$ cat src/rtl/dma_rx_mux_if.sv
// Stream bundle between the IFFT source channels, the RX funnel and the DMA S2MM sink.
// master: the funnel side; slave: the environment driving sources and sink ready.
interface dma_rx_mux_if #(
  parameter int NUM_CH = 2,
  parameter int DATA_W = 64
);
  logic [NUM_CH-1:0]        s_axis_tvld;
  logic [NUM_CH*DATA_W-1:0] s_axis_tdat;
  logic [NUM_CH-1:0]        s_axis_trdy;
  logic                     m_axi_dma_trdy;
  logic                     m_axi_dma_tvld;
  logic [DATA_W-1:0]        m_axi_dma_tdat;
  logic                     m_axi_dma_tlast;

  modport master (
    input  s_axis_tvld, s_axis_tdat, m_axi_dma_trdy,
    output s_axis_trdy, m_axi_dma_tvld, m_axi_dma_tdat, m_axi_dma_tlast
  );

  modport slave (
    output s_axis_tvld, s_axis_tdat, m_axi_dma_trdy,
    input  s_axis_trdy, m_axi_dma_tvld, m_axi_dma_tdat, m_axi_dma_tlast
  );
endinterface

$ cat src/rtl/dma_rx_mux.sv
// N-channel DMA RX funnel: one frame per channel, ch0..chN-1, onto a single stream with TLAST per frame.
// Optional pass counter enabled by macro DMA_RX_MUX_PASS_CNT_EN; otherwise pass_cnt is tied to zero.
module dma_rx_mux #(
  parameter int NUM_CH         = 2,
  parameter int DATA_W         = 64,
  parameter int FRAME_LEN_LOG2 = 13
) (
  input  logic              clk_dma,
  input  logic              srst,
  input  logic              start_rx_dma,
  input  logic [NUM_CH-1:0] ram_rdy,
  dma_rx_mux_if.master      bus,
  output logic              rx_busy,
  output logic              rx_done,
  output logic [15:0]       pass_cnt
);

  localparam int CH_W = (NUM_CH > 1) ? $clog2(NUM_CH) : 1;
  localparam logic [CH_W-1:0] LAST_CH = CH_W'(NUM_CH - 1);

  typedef enum logic [1:0] {WAIT_RDY, IDLE, XFER, GAP} state_t;

  state_t                    state, state_nxt;
  logic [CH_W-1:0]           ch;
  logic [FRAME_LEN_LOG2-1:0] beat;
  logic                      xfer;
  logic                      accept;
  logic                      final_beat;
  logic                      sel_vld;
  logic [DATA_W-1:0]         sel_dat;

  always_ff @(posedge clk_dma) begin
    if (srst) begin
      state   <= WAIT_RDY;
      ch      <= '0;
      beat    <= '0;
      rx_done <= 1'b0;
    end else begin
      state   <= state_nxt;
      rx_done <= final_beat & (ch == LAST_CH);
      if (accept)
        beat <= beat + 1'b1;
      if (state == GAP)
        ch <= ch + 1'b1;
      else if (final_beat && ch == LAST_CH)
        ch <= '0;
    end
  end

  always_comb begin
    state_nxt = state;
    unique case (state)
      WAIT_RDY: if (&ram_rdy)     state_nxt = IDLE;
      IDLE:     if (start_rx_dma) state_nxt = XFER;
      XFER:     if (final_beat)   state_nxt = (ch == LAST_CH) ? WAIT_RDY : GAP;
      GAP:                        state_nxt = XFER;
    endcase
  end

  // Source selection is a compare-per-channel mux so non-power-of-two NUM_CH never indexes out of range.
  always_comb begin
    sel_vld = 1'b0;
    sel_dat = '0;
    xfer    = (state == XFER);
    bus.s_axis_trdy = '0;
    for (int unsigned k = 0; k < NUM_CH; k++) begin
      if (ch == CH_W'(k)) begin
        sel_vld = bus.s_axis_tvld[k];
        sel_dat = bus.s_axis_tdat[k*DATA_W +: DATA_W];
      end
      bus.s_axis_trdy[k] = bus.m_axi_dma_trdy & xfer & (ch == CH_W'(k));
    end
    bus.m_axi_dma_tvld  = sel_vld & xfer;
    bus.m_axi_dma_tdat  = sel_dat;
    bus.m_axi_dma_tlast = xfer & (beat == '1);
    accept     = bus.m_axi_dma_tvld & bus.m_axi_dma_trdy;
    final_beat = accept & (beat == '1);
    rx_busy    = xfer | (state == GAP);
  end

`ifdef DMA_RX_MUX_PASS_CNT_EN
  logic [15:0] pass_q;

  always_ff @(posedge clk_dma) begin
    if (srst)
      pass_q <= '0;
    else if (rx_done)
      pass_q <= pass_q + 1'b1;
  end

  assign pass_cnt = pass_q;
`else
  assign pass_cnt = '0;
`endif

endmodule

$ cat src/flat_wrapper.sv
// flat-port wrapper written by rule: the top's interface ports become plain ports
module dma_rx_mux_flat 
#(
  parameter int NUM_CH         = 2,
  parameter int DATA_W         = 64,
  parameter int FRAME_LEN_LOG2 = 13
)
  (clk_dma, srst, start_rx_dma, ram_rdy, rx_busy, rx_done, pass_cnt, bus_s_axis_tvld, bus_s_axis_tdat, bus_m_axi_dma_trdy, bus_s_axis_trdy, bus_m_axi_dma_tvld, bus_m_axi_dma_tdat, bus_m_axi_dma_tlast);
  dma_rx_mux_if #(.NUM_CH(NUM_CH), .DATA_W(DATA_W)) bus_i ();
  input  logic clk_dma;
  input  logic srst;
  input  logic start_rx_dma;
  input  logic [NUM_CH-1:0] ram_rdy;
  output logic rx_busy;
  output logic rx_done;
  output logic [15:0] pass_cnt;
  input wire logic [$bits(bus_i.s_axis_tvld)-1:0] bus_s_axis_tvld;
  input wire logic [$bits(bus_i.s_axis_tdat)-1:0] bus_s_axis_tdat;
  input wire logic [$bits(bus_i.m_axi_dma_trdy)-1:0] bus_m_axi_dma_trdy;
  output wire logic [$bits(bus_i.s_axis_trdy)-1:0] bus_s_axis_trdy;
  output wire logic [$bits(bus_i.m_axi_dma_tvld)-1:0] bus_m_axi_dma_tvld;
  output wire logic [$bits(bus_i.m_axi_dma_tdat)-1:0] bus_m_axi_dma_tdat;
  output wire logic [$bits(bus_i.m_axi_dma_tlast)-1:0] bus_m_axi_dma_tlast;
  assign bus_i.s_axis_tvld = bus_s_axis_tvld;
  assign bus_i.s_axis_tdat = bus_s_axis_tdat;
  assign bus_i.m_axi_dma_trdy = bus_m_axi_dma_trdy;
  assign bus_s_axis_trdy = bus_i.s_axis_trdy;
  assign bus_m_axi_dma_tvld = bus_i.m_axi_dma_tvld;
  assign bus_m_axi_dma_tdat = bus_i.m_axi_dma_tdat;
  assign bus_m_axi_dma_tlast = bus_i.m_axi_dma_tlast;
  dma_rx_mux #(.NUM_CH(NUM_CH), .DATA_W(DATA_W), .FRAME_LEN_LOG2(FRAME_LEN_LOG2)) u_core (.clk_dma(clk_dma), .srst(srst), .start_rx_dma(start_rx_dma), .ram_rdy(ram_rdy), .bus(bus_i), .rx_busy(rx_busy), .rx_done(rx_done), .pass_cnt(pass_cnt));
endmodule
$ cat config.mk
export PLATFORM = sky130hd
export DESIGN_NAME = dma_rx_mux_flat
export DESIGN_NICKNAME = d
export VERILOG_FILES = /design/src/rtl/dma_rx_mux_if.sv /design/src/rtl/dma_rx_mux.sv /design/src/flat_wrapper.sv
export SDC_FILE = /design/constraint.sdc
export NUM_CORES = 1
export LEC_CHECK = 0
export ABC_AREA = 1
export CAP_MARGIN = 20
export CORE_AREA = 2 2 85 87
export CTS_CLUSTER_DIAMETER = 150
export DETAILED_ROUTE_END_ITERATION = 6
export DIE_AREA = 0 0 87 89
export DONT_BUFFER_PORTS = 1
export PLACE_DENSITY = 0.43
export REMOVE_ABC_BUFFERS = 1
export SYNTH_ARGS = -nofsm -noshare
export SYNTH_HDL_FRONTEND = slang
export SYNTH_SLANG_ARGS = --single-unit
$ cat constraint.sdc
create_clock -name clk_dma -period 1.4 [get_ports clk_dma]
set_clock_uncertainty 0.15 [all_clocks]
set_input_delay 0.28 -clock clk_dma [delete_from_list [all_inputs] [get_ports clk_dma]]
set_output_delay 0.28 -clock clk_dma [all_outputs]
set_load 0.05 [all_outputs]
* After elaboration in Yosys (flattened, before gate mapping) *
Cells that the tools add are included.

operators by class
  bitwise logic cells = 10
  eq/ne operators = 7
  multiplexer cells = 9
  add/subtract/negate cells = 2
  reductions and logical operators = 5

operators with widths
  cell                                                             number
  64-bit 2-to-1 mux                                                1
  13-bit by 1-bit adder with 13-bit output, second input constant  1
  13-bit == test, second input constant                            1
  1-bit bitwise AND                                                8
  2-bit 2-to-1 mux                                                 4
  2-bit case mux with 4 select lines                               1
  2-bit == test, second input constant                             2
  2-bit != test, second input constant                             2
  1-bit 2-to-1 mux                                                 3
  3-bit AND reduction                                              1
  2-bit by 1-bit == test with 1-bit output, second input constant  1
  2-bit logical NOT                                                1
  2-bit by 1-bit != test with 1-bit output, second input constant  1
  2-bit AND reduction                                              1
  2-bit nonzero test                                               1
  1-bit adder, second input constant                               1
  1-bit logical AND                                                1
  1-bit NOT                                                        1
  1-bit bitwise OR                                                 1

word-level totals
  word-level logic and storage cells = 37
  input port bits = 136
  flip-flop bits (word level) = 17

* Longest topological paths before layout *
Gate-level depths: netlist of run 1.

  word-level depth = 7
  mapped depth = 9

* Worst setup path after synthesis of run 1 *
No wires, ideal clock.

  path type = reg2out
  from = register u_core.beat[0]
  to = output port bus_m_axi_dma_tlast
  required time = 0.970 ns
  buffers on the path = 0
  slack = -0.953 ns
  cell stages (with the launch flop) = 6
  arrival = 1.923 ns
  cells stage by stage = dfxtp_1 ha_1 inv_2 nor2_1 nand2_1 nor3_1

between the ends
  longest elaborated chain between the ends = 2

ends and longest elaborated chain
  what                    RTL line            text
  start, declared         dma_rx_mux.sv:25    logic [FRAME_LEN_LOG2-1:0] beat;
  start signal, assigned  dma_rx_mux.sv:42    beat <= beat + 1'b1;
  13-bit == test          dma_rx_mux.sv:75    bus.m_axi_dma_tlast = xfer & (beat == '1);
  1-bit bitwise AND       dma_rx_mux.sv:75
  end, declared           flat_wrapper.sv:23  output wire logic [$bits(bus_i.m_axi_dma_tlast)-1:0] bus_m_axi_dma_tlast;

Every way passes these cells.

* Worst setup path in the final report of run 1 *
  from = register u_core.ch
  to = output port bus_s_axis_trdy[0]

between the ends
  longest elaborated chain between the ends = 2

ends and longest elaborated chain
  what                    RTL line            text
  start, declared         dma_rx_mux.sv:24    logic [CH_W-1:0] ch;
  start signal, assigned  dma_rx_mux.sv:44    ch <= ch + 1'b1;
  1-bit NOT               n/a
  1-bit bitwise AND       dma_rx_mux.sv:71    bus.s_axis_trdy[k] = bus.m_axi_dma_trdy & xfer & (ch == CH_W'(k));
  end, declared           flat_wrapper.sv:20  output wire logic [$bits(bus_i.s_axis_trdy)-1:0] bus_s_axis_trdy;

Every way passes these cells.

==> results of run 1 <==
## through the flow
stage | setup WS [ns] | setup TNS, ns
5_1_grt | -0.445 | -32.54
3_3_place_gp | -0.231 | -2.18
6_report | -0.422 | -29.28
3_5_place_dp | -0.213 | -2.88
2_1_floorplan | -2.35 | -132.64
4_1_cts | -0.297 | -19.41
## repair_timing
item	CTS	global route
hold endpoints to repair	8	0
pin swaps	16	56
endpoints found under the setup margin	81	85
hold buffers	1	0
gates cloned	4	12
setup buffers	7	5
gates resized for setup	135	245
## final cells by class
type                       count  area [sq um]
clock buffer                   4          45.0
fill                         392          1440
inverter                      17          76.3
multi-input combinational    317          2580
sequential                    17           352
tap                           80           100
timing repair buffer         127          2120
timing repair inverter         1          8.76
## flip-flops by register name (all words and copies together), names as in the netlist
| name | count |
|---|---|
| u_core.rx_done | 1 |
| u_core.state | 2 |
| u_core.ch | 1 |
| u_core.beat | 13 |
## cells by family after synthesis
kind of cell	synth area share (%)
AND/OR/NAND/NOR	61.0
buffers and inverters	13.5
AO/OA/AOI/OAI	6.12
flip-flops	18.5
adder cells (fa/ha/maj)	0.680
other	0.204
## layer usage
metal | wire length, microns | vias to the layer above | track usage, %
met5 | 0 | - | 0
met3 | 1410 | 28 | 14.7
met2 | 6960 | 165 | 41.8
met4 | 365 | 0 | 5.97
li1 | - | 1327 | -
met1 | 4580 | 1411 | 25.6
## critical path: stages (launching register included)
cell and delay, ns:
dfxtp_4 0.41, buf_6 0.16, buf_4 0.14, nor3_2 0.23
buf_6 0.19
## cell usage in the layout, fill, tap and decap left out, drive strengths merged, types with 3 or more instances in the layout
master	netlist	layout
a21oi	14	14
buf	21	117
clkbuf	11	13
conb	1	16
dfxtp	17	17
inv	17	17
nand2	236	236
nand3	10	10
nand4	3	3
nor2	24	24
nor3	4	4
o21ai	4	4
## power groups by stage
stage / sequential [uW] / clock (uW) / combinational, uW
4_1_cts: 506 / 372 / 1670
6_report: 507 / 365 / 1980
2_1_floorplan: 539 / 0 / 786
3_3_place_gp: 515 / 0 / 1530
3_5_place_dp: 516 / 0 / 1540
5_1_grt: 507 / 392 / 2030
## worst max-delay path by stage
| stage | start | end | slack, ns | cells after the start |
|---|---|---|---|---|
| floorplan | u_core.ch | bus_s_axis_trdy[1] | -2.35 | 2 |
| global placement | u_core.beat[0] | bus_m_axi_dma_tlast | -0.23 | 6 |
| detailed placement | u_core.beat[1] | bus_m_axi_dma_tlast | -0.21 | 6 |
| CTS | u_core.beat[0] | bus_m_axi_dma_tlast | -0.30 | 6 |
| global route | u_core.ch | bus_m_axi_dma_tdat[56] | -0.45 | 5 |
| finish | u_core.ch | bus_s_axis_trdy[0] | -0.42 | 4 |
==> impl_results.md, run 1 <==
* Via-to-Cell Ratio at 5.21
* Clock sink total at 17
* Final hold slack at 0.0389 ns
* Post-synth EDFFs at 0
* Dominant cells by area after synthesis: nand2_1 (48%), dfxtp_1 (19%), buf_4 (6.5%), nor2_1 (4.1%), a21oi_1 (3.8%)
* Pre-antenna DRT Iters at 4
* Synth Instances at 368
* Diodes inserted at 0
* Post-synth top cells: nand2_1 (235), nor2_1 (20), dfxtp_1 (17)
* Final antenna-violating net count at 0
* Pwr Density at 540 mW/mm^2
* Clk root buf: clkbuf_8
* Placed cell area at approximately 0.0034 sq mm
* Die area at 0.00774 sq mm
* Ports at ~220
* Die Height at 89 microns
* Hold Path Class: input pin to register
* Asr flop ratio synth at 0%
* Fin crit period at 1.82 ns
* Min-delay src: srst
* Layout cells sized above 1 at a little under three quarters
* Worst Hold End: u_core.beat[5]
* Num CTS Buffers at 3
* Layout area overhead at 187%
* Post-Syn Area at 0.00184 sq mm
* Worst R2R Start: u_core.ch
* Critical path class: register to primary output
* Total global-route track usage at 24.4%
* FF-to-FF path depth at 9
* RSZ-0062 raised after global routing: true
* FMAX at 549 MHz
* DRC viols at 0
* Combinational Power Share at 69.4%
* Arr. time, crit path at 1.39 ns
* Peak supply drop at around 0.00032 V
* Status: finished with violations
* Ys Warns at 0
* Initial Util at a little over a quarter
* Max-Cap Viols at 0
* NumNets Final at 621
* Width of the die at around 87 microns
* Pint at 1560 uW
* Failing checks: setup timing
* Vias at 2931
* Setup ws final at -0.422 ns
* Initial antenna violation count at 0
* Critical Path RT at between 0.9 and 1 ns
* Setup slack, reg-to-reg at -0.38 ns
* PortBufs at 0
* Drt initial violations at 113
* Ys flop type: dfxtp_1
* Leakage power at roughly 0.0024 uW
* Worst setup SP type: register
* Mapped Avg Cell Area at about 5 sq um
* Worst-path clk slew at approximately 0.07 ns
* Placed Cells at ~530
* CTS max path bufs at 2
* Clock share of power at about 13%
* Area leader, netlist: nand2_1
* Seq pwr share at 17.8%
* Drt wl/cell at 23.7 microns
* Post-route cell area at about 0.0053 sq mm
* Core Area at 0.00672 sq mm
* Grt total ovfl at 0
* FF+latch count, synth at 17
* Final core occ at 78.5%
* Most frequent cell after synthesis: nand2_1
* Worst skew pair latency at 0.25 ns
* Setup Viol. Count Final at 85
* Placer Congestion at 0.869
* CTS tree: built
* Seq/Total Area, Yosys at approximately 19%
* Crit share post-route at 130%
* H-tree depth reported by CTS at 1
* Vias in the first global route at 2674
* Crit Path Max Fanout at 6
* P_sw at 1290 uW
* Hold Violations, Final at 0
* Crit. End Element: primary output
* Final Routed Wirelength at 13.3 mm
* Num rows at 30
* Hold Crit Depth at 2
* Total power at 2850 uW
* Post-Layout Cell Count at 563
* DP HPWL at 7.73 mm
* First-pass GRT wire length at 14.3 mm
* Worst r2r dst: u_core.beat[4]
* Largest net degree at the start of global routing at 26
* Yosys top cell area share at 48.0%
* Unique masters post-synth at 27
* Sw Share at 45.4%
* Final Max Tran Viols at 0
Note: power is estimated with default switching activity, not from simulation.
==> run 2, diff against run 1 <==
ABC_AREA = 0   (was 1)
CORE_AREA = 2 2 86 88   (was 2 2 85 87)
DIE_AREA = 0 0 88 90   (was 0 0 87 89)
PLACE_DENSITY = 0.4   (was 0.43)
SETUP_SLACK_MARGIN = 0.15   (was default)
==> impl_results.md, run 2 <==
* Commonest non-fill, non-tap cell in the layout: mux2_4
* Worst path slowest cell: mux2_4
* Placer Congestion at 0.791
* Mapped Avg Cell Area at 8.90 sq um
* Pint at 1010 uW
* Leakage power at ~0.0012 uW
* Max reg flops at 13
* GR peak layer: met2
* FF-to-FF path depth at 5
* Total global-route track usage at 22.2%
* Diodes inserted at 0
* Width of the die at 88 microns
* FF+latch count, synth at 17
* Clk root buf: clkbuf_8
* H-tree depth reported by CTS at 1
* Setup Viol. Count Final at 85
* Crit share post-route at 136%
* Final core occ at between 40 and 50%
* Worst-path clk slew at 0.07 ns
* Core Area at 0.00702 sq mm
* Seq/Total Area, Yosys at 20.1%
* Drt wl/cell at between 20 and 30 microns
* Drt initial violations at 83
* Ports at 222
* NumNets Final at 378
* Crit. End Element: primary output
* Pwr Density at 618 mW/mm^2
* Worst Hold End: u_core.beat[10]
* DP HPWL at between 6 and 7 mm
* Setup slack, reg-to-reg at -0.51 ns
* Met2 Usage GRT at between 30% and 40%
* Vias at 1660
* Clock sink total at 17
* Worst setup SP type: register
* Die area at 0.00792 sq mm
* Hold Path Class: input pin to register
* P_sw at 889 uW
* CTS max path bufs at 2
* Crit Path Max Fanout at 7
* Failing checks: hold timing, setup timing
* Area leader, netlist: mux2_2
* Critical Path RT at just under 1 ns
* Critical path class: register to primary output
* Regs by FF count: u_core.beat x13, u_core.state x2
* Peak supply drop at 0.000363 V
* Most frequent cells in the layout: mux2_4 (64), buf_4 (26), conb_1 (16)
* Biggest register: u_core.beat
* Ys flop type: dfxtp_1
* Final hold slack at -0.0745 ns
* Worst R2R Start: u_core.ch
* Seq pwr share at a little over a quarter
* Fin crit period at 1.91 ns
* Met3 Use GR at 9.55%
* CP peak stage delay at 0.39 ns
* Final antenna-violating net count at 0
* Grt total ovfl at 0
* Ys Warns at 0
* CTS tree: built
* Most frequent CP cell: buf_12
* Via-to-Cell Ratio at ~4.9
* Setup ws final at -0.507 ns
* Num CTS Buffers at 3
* Layout area overhead at 81.4%
* Sw Share at between 40% and 50%
* Min-delay src: srst
* Yosys top cell area share at 42.6%
* Post-synth top cells: mux2_2 (64), dfxtp_1 (17), buf_4 (16), nor2_1 (16), clkbuf_1 (11)
* Die Height at 90 microns
* FMAX at around 520 MHz
* Final Routed Wirelength at roughly 9.5 mm
* Fillers at 686
* Post-Syn Area at approximately 0.0017 sq mm
* Initial Util at 24.1%
* Most frequent cell after synthesis: mux2_2
* Max-Cap Viols at 0
* Final Max Tran Viols at 0
* Dominant cells by area after synthesis: mux2_2 (43%), dfxtp_1 (20%), buf_4 (7.1%), xnor2_1 (3.6%), nor2_1 (3.6%)
* Status: finished with violations
* RSZ-0062 raised after global routing: true
* Worst r2r dst: u_core.beat[12]
* Arr. time, crit path at approximately 1.5 ns
* Clock share of power at 19.9%
* DRC viols at 0
* Combinational Power Share at 54.0%
* Largest net degree at the start of global routing at 22
* Hold Violations, Final at 13
* Pre-antenna DRT Iters at 4
* Layout cells sized above 1 at 68.8%
* Unique masters post-synth at 33
* Num rows at 31
* GRT met1 Usage at 27.0%
* Worst skew pair latency at approximately 0.26 ns
* First-pass GRT wire length at 12.3 mm
* Asr flop ratio synth at 0%
* Hold Crit Depth at 1
* Critical-path cell list: buf_12 -> buf_12 -> buf_12 -> mux2_4
* Post-synth EDFFs at 0
* Vias in the first global route at 1660
* Synth Instances at 190
* PortBufs at 0
* Initial antenna violation count at 0
[run 2: metrics by stage]
step	power, uW	cell area (sq um)	setup WS, ns	TNS (ns)	cells
floorplan	1220	1570	-2.40	-129.53	175
global placement	1300	1950	-0.482	-18.43	305
detailed placement	1300	1950	-0.484	-18.42	305
CTS	1850	2760	-0.481	-33.84	325
global route	1970	3070	-0.581	-40.13	339
finish	1900	3070	-0.507	-36.86	339
[run 2: cells by family (layout without fill, tap and decap cells)]
logic type      after synthesis  in the layout  share of synthesized area (%)
compound gates               17             17                           5.92
xor+xnor                      8              8                           4.14
fa+ha+maj                     1              1                          0.740
buf+inv                      33             68                           11.0
flops                        17             17                           20.1
mux                          65             65                           43.2
other cells                   1             16                          0.222
simple gates                 48             48                           14.6
[run 2: worst max-delay path, delay by kind of cell, from the launching register on]
kind | cells | cell delay, ns
mux | 1 | 0.39
buf+inv | 3 | 0.44
flops | 1 | 0.38
[run 2: layout make-up]
class / instances / area, sq um / area share (%)
multi-input combinational: 155 / 1710 / 55.6
sequential: 17 / 350 / 11.4
timing repair buffer: 61 / 828 / 27.0
clock buffer: 4 / 45.0 / 1.47
tap: 99 / 124 / 4.04
inverter: 3 / 13.8 / 0.449
[run 2: power by group through the flow]
stage          Sequential, uW  Combinational [uW]  Clock [uW]
2_1_floorplan             528                 693           0
3_3_place_gp              504                 794           0
3_5_place_dp              504                 793           0
4_1_cts                   495                 966         391
5_1_grt                   496                1050         418
6_report                  495                1020         376
[run 2: timing repair]
item / 4_1_cts / 5_1_grt
buffers inserted: 9 / 12
gates cloned: 7 / 2
pin swaps: 17 / 13
setup endpoints to repair: 87 / 86
hold endpoints to repair: 13 / 13
gates resized for setup: 125 / 32
[run 2: layer usage]
metal	up-vias	share of wire, %
met3	5	10
met1	804	37
met5	-	0
li1	752	-
met2	99	53
met4	0	0.30
[run 2: worst max-delay path by stage]
stage | from | to | slack [ns] | cells after the start
6_report | u_core.ch | bus_m_axi_dma_tdat[57] | -0.51 | 4
5_1_grt | u_core.state[0] | u_core.beat[12] | -0.58 | 5
4_1_cts | u_core.ch | bus_m_axi_dma_tdat[56] | -0.48 | 4
3_5_place_dp | u_core.state[0] | u_core.beat[12] | -0.48 | 5
3_3_place_gp | u_core.state[0] | u_core.beat[12] | -0.48 | 5
2_1_floorplan | u_core.ch | u_core.state[1] | -2.40 | 4
==> run 3, diff against run 2 <==
PLACE_DENSITY = 0.38   (was 0.4)
clock period = 2 ns   (was 1.4 ns; I/O delays follow)
==> impl_results.md, run 3 (same netlist as run 2, synthesis figures left out) <==
* Vias at 1486
* Worst path buffer plus inverter count at 1
* Worst-path clk slew at roughly 0.07 ns
* First-pass GRT wire length at 11.0 mm
* H-tree depth reported by CTS at 1
* Num CTS Buffers at 3
* Layout cells sized above 1 at 57.0%
* Final antenna-violating net count at 0
* Worst r2r dst: u_core.state[1]
* DP HPWL at 6.71 mm
* Final Routed Wirelength at between 8 and 9 mm
* Clock sink total at 17
* Hold Violations, Final at 0
* Seq pwr share at 28.3%
* Vias in the first global route at 1559
* Worst path slowest cell: dfxtp_4
* Met3 WL at 770 microns
* Die Height at ~90 microns
* TNS Setup at 0 ns
* Num rows at 31
* FF-to-FF path depth at 5
* Placed cell area at approximately 0.0019 sq mm
* Metal2 WL at 4.37 mm
* Status: finished, final reports clean
* Pre-antenna DRT Iters at 6
* PortBufs at 0
* Critical-path cell list: buf_12 -> mux2_4
* Fin crit period at 1.91 ns
* Setup Viol. Count Final at 0
* Critical Path RT at between 1 and 1.5 ns
* Grt total ovfl at 0
* Crit share post-route at 95.7%
* Pwr Density at 524 mW/mm^2
* Worst setup SP type: register
* Setup slack, reg-to-reg at between 0.1 and 0.15 ns
* Initial Util at between 20 and 25%
* Sw Share at 47.3%
* Crit. End Element: primary output
* Max-Cap Viols at 0
* NumNets Final at 345
* CTS Hold Bufs at 0
* Critical path class: register to primary output
* Layout area overhead at 39.0%
* Hold Path Class: input pin to register
* Ports at 222
* Max Used Layer: met4
* Fillers at 741
* FMAX at 522 MHz
* Commonest non-fill, non-tap cell in the layout: mux2_4
* Arr. time, crit path at 1.36 ns
* Drt wl/cell at 27.1 microns
* Placed Cells at 294
* Die area at 0.00792 sq mm
* Peak supply drop at 0.000247 V
* Min-delay src: srst
* RSZ-0062 raised after global routing: true
* CP peak stage delay at 0.44 ns
* Diodes inserted at 0
* Pint at ~650 uW
* Leakage power at between 0.0009 and 0.001 uW
* Via-to-Cell Ratio at 4.86
* Worst R2R Start: u_core.beat[5]
* P_sw at between 500 and 600 uW
* Clk root buf: clkbuf_8
* Width of the die at 88 microns
* CP Launch Point: u_core.ch
* Placer Congestion at 0.795
* DRC viols at 0
* Biggest register: u_core.beat
* Combinational Power Share at 50.9%
* Core Area at ~0.0070 sq mm
* Worst Hold End: u_core.beat[6]
* CTS tree: built
* CTS max path bufs at 2
* Largest net degree at the start of global routing at 25
* Max reg flops at 13
* Post-Layout Cell Count at a little over 300
* Drt initial violations at 92
* Crit Path Max Fanout at 24
* Total global-route track usage at approximately 20%
* WL met1 at 3.14 mm
* Regs by FF count: u_core.beat x13, u_core.state x2
* Largest delay share family, worst path: flip-flops
* Worst skew pair latency at ~0.25 ns
* Initial antenna violation count at 0
* Final Max Tran Viols at 0
* Most frequent cells in the layout: mux2_4 (64), buf_4 (19), conb_1 (16)
* Clock share of power at 20.8%
* Hold Crit Depth at 1
* Post-route cell area at 0.00235 sq mm
[run 3: cell types whose count changed in the layout (fill, tap and decap cells not counted), sizes merged]
cell | before | now
buf | 59 | 28
clkbuf | 6 | 4
[run 3: worst reg2reg max path: stages (launching register included)]
cell and delay (ns):
dfxtp_2 0.33, nand4_1 0.12, buf_4 0.16, or4_4 0.53, or2_4 0.26, o31a_1 0.23
[run 3: cell type report]
type	count	area (sq um)	area share (%)
Sequential cell	17	358	15.2
Tap cell	99	124	5.27
Inverter	3	11.3	0.479
Clock buffer	4	45.0	1.92
Timing Repair Buffer	28	278	11.8
Multi-Input combinational cell	155	1540	65.3
[run 3: routing by layer]
layer	vias to the layer above	GRT usage (%)
met5	-	0
met4	0	2.69
met3	2	7.62
met2	86	35.1
met1	722	23.3
li1	676	-
[run 3: stage by stage]
step	setup slack, ns	power [uW]	utilization [%]	hold slack (ns)
detailed placement	0.104	902	26.6	0.324
global route	0.0278	1280	33.5	0.0411
CTS	0.0684	1240	32.6	0.0497
floorplan	-1.80	855	-	0.298
finish	0.0853	1230	33.5	0.0572
global placement	0.113	903	26.6	0.323
[run 3: power by group through the flow]
stage | clock network [uW] | logic (uW) | registers, uW
floorplan | 0 | 485 | 370
global placement | 0 | 549 | 354
detailed placement | 0 | 548 | 354
CTS | 267 | 627 | 348
global route | 288 | 646 | 349
finish | 256 | 628 | 349
[run 3: timing repair]
item / 4_1_cts / 5_1_grt
cloned: 1 / 0
endpoints found under the hold margin: 0 / 0
setup endpoints to repair: 69 / 77
buffers inserted: 3 / 4
pin swaps: 3 / 4
resized for setup: 89 / 10
[run 3: worst max path at each step]
stage	end	slack [ns]	cells past startpoint
finish	bus_m_axi_dma_tdat[14]	0.09	2
floorplan	u_core.state[1]	-1.80	4
detailed placement	u_core.state[1]	0.10	5
CTS	bus_m_axi_dma_tdat[3]	0.07	2
global placement	u_core.state[1]	0.11	5
global route	bus_m_axi_dma_tlast	0.03	4
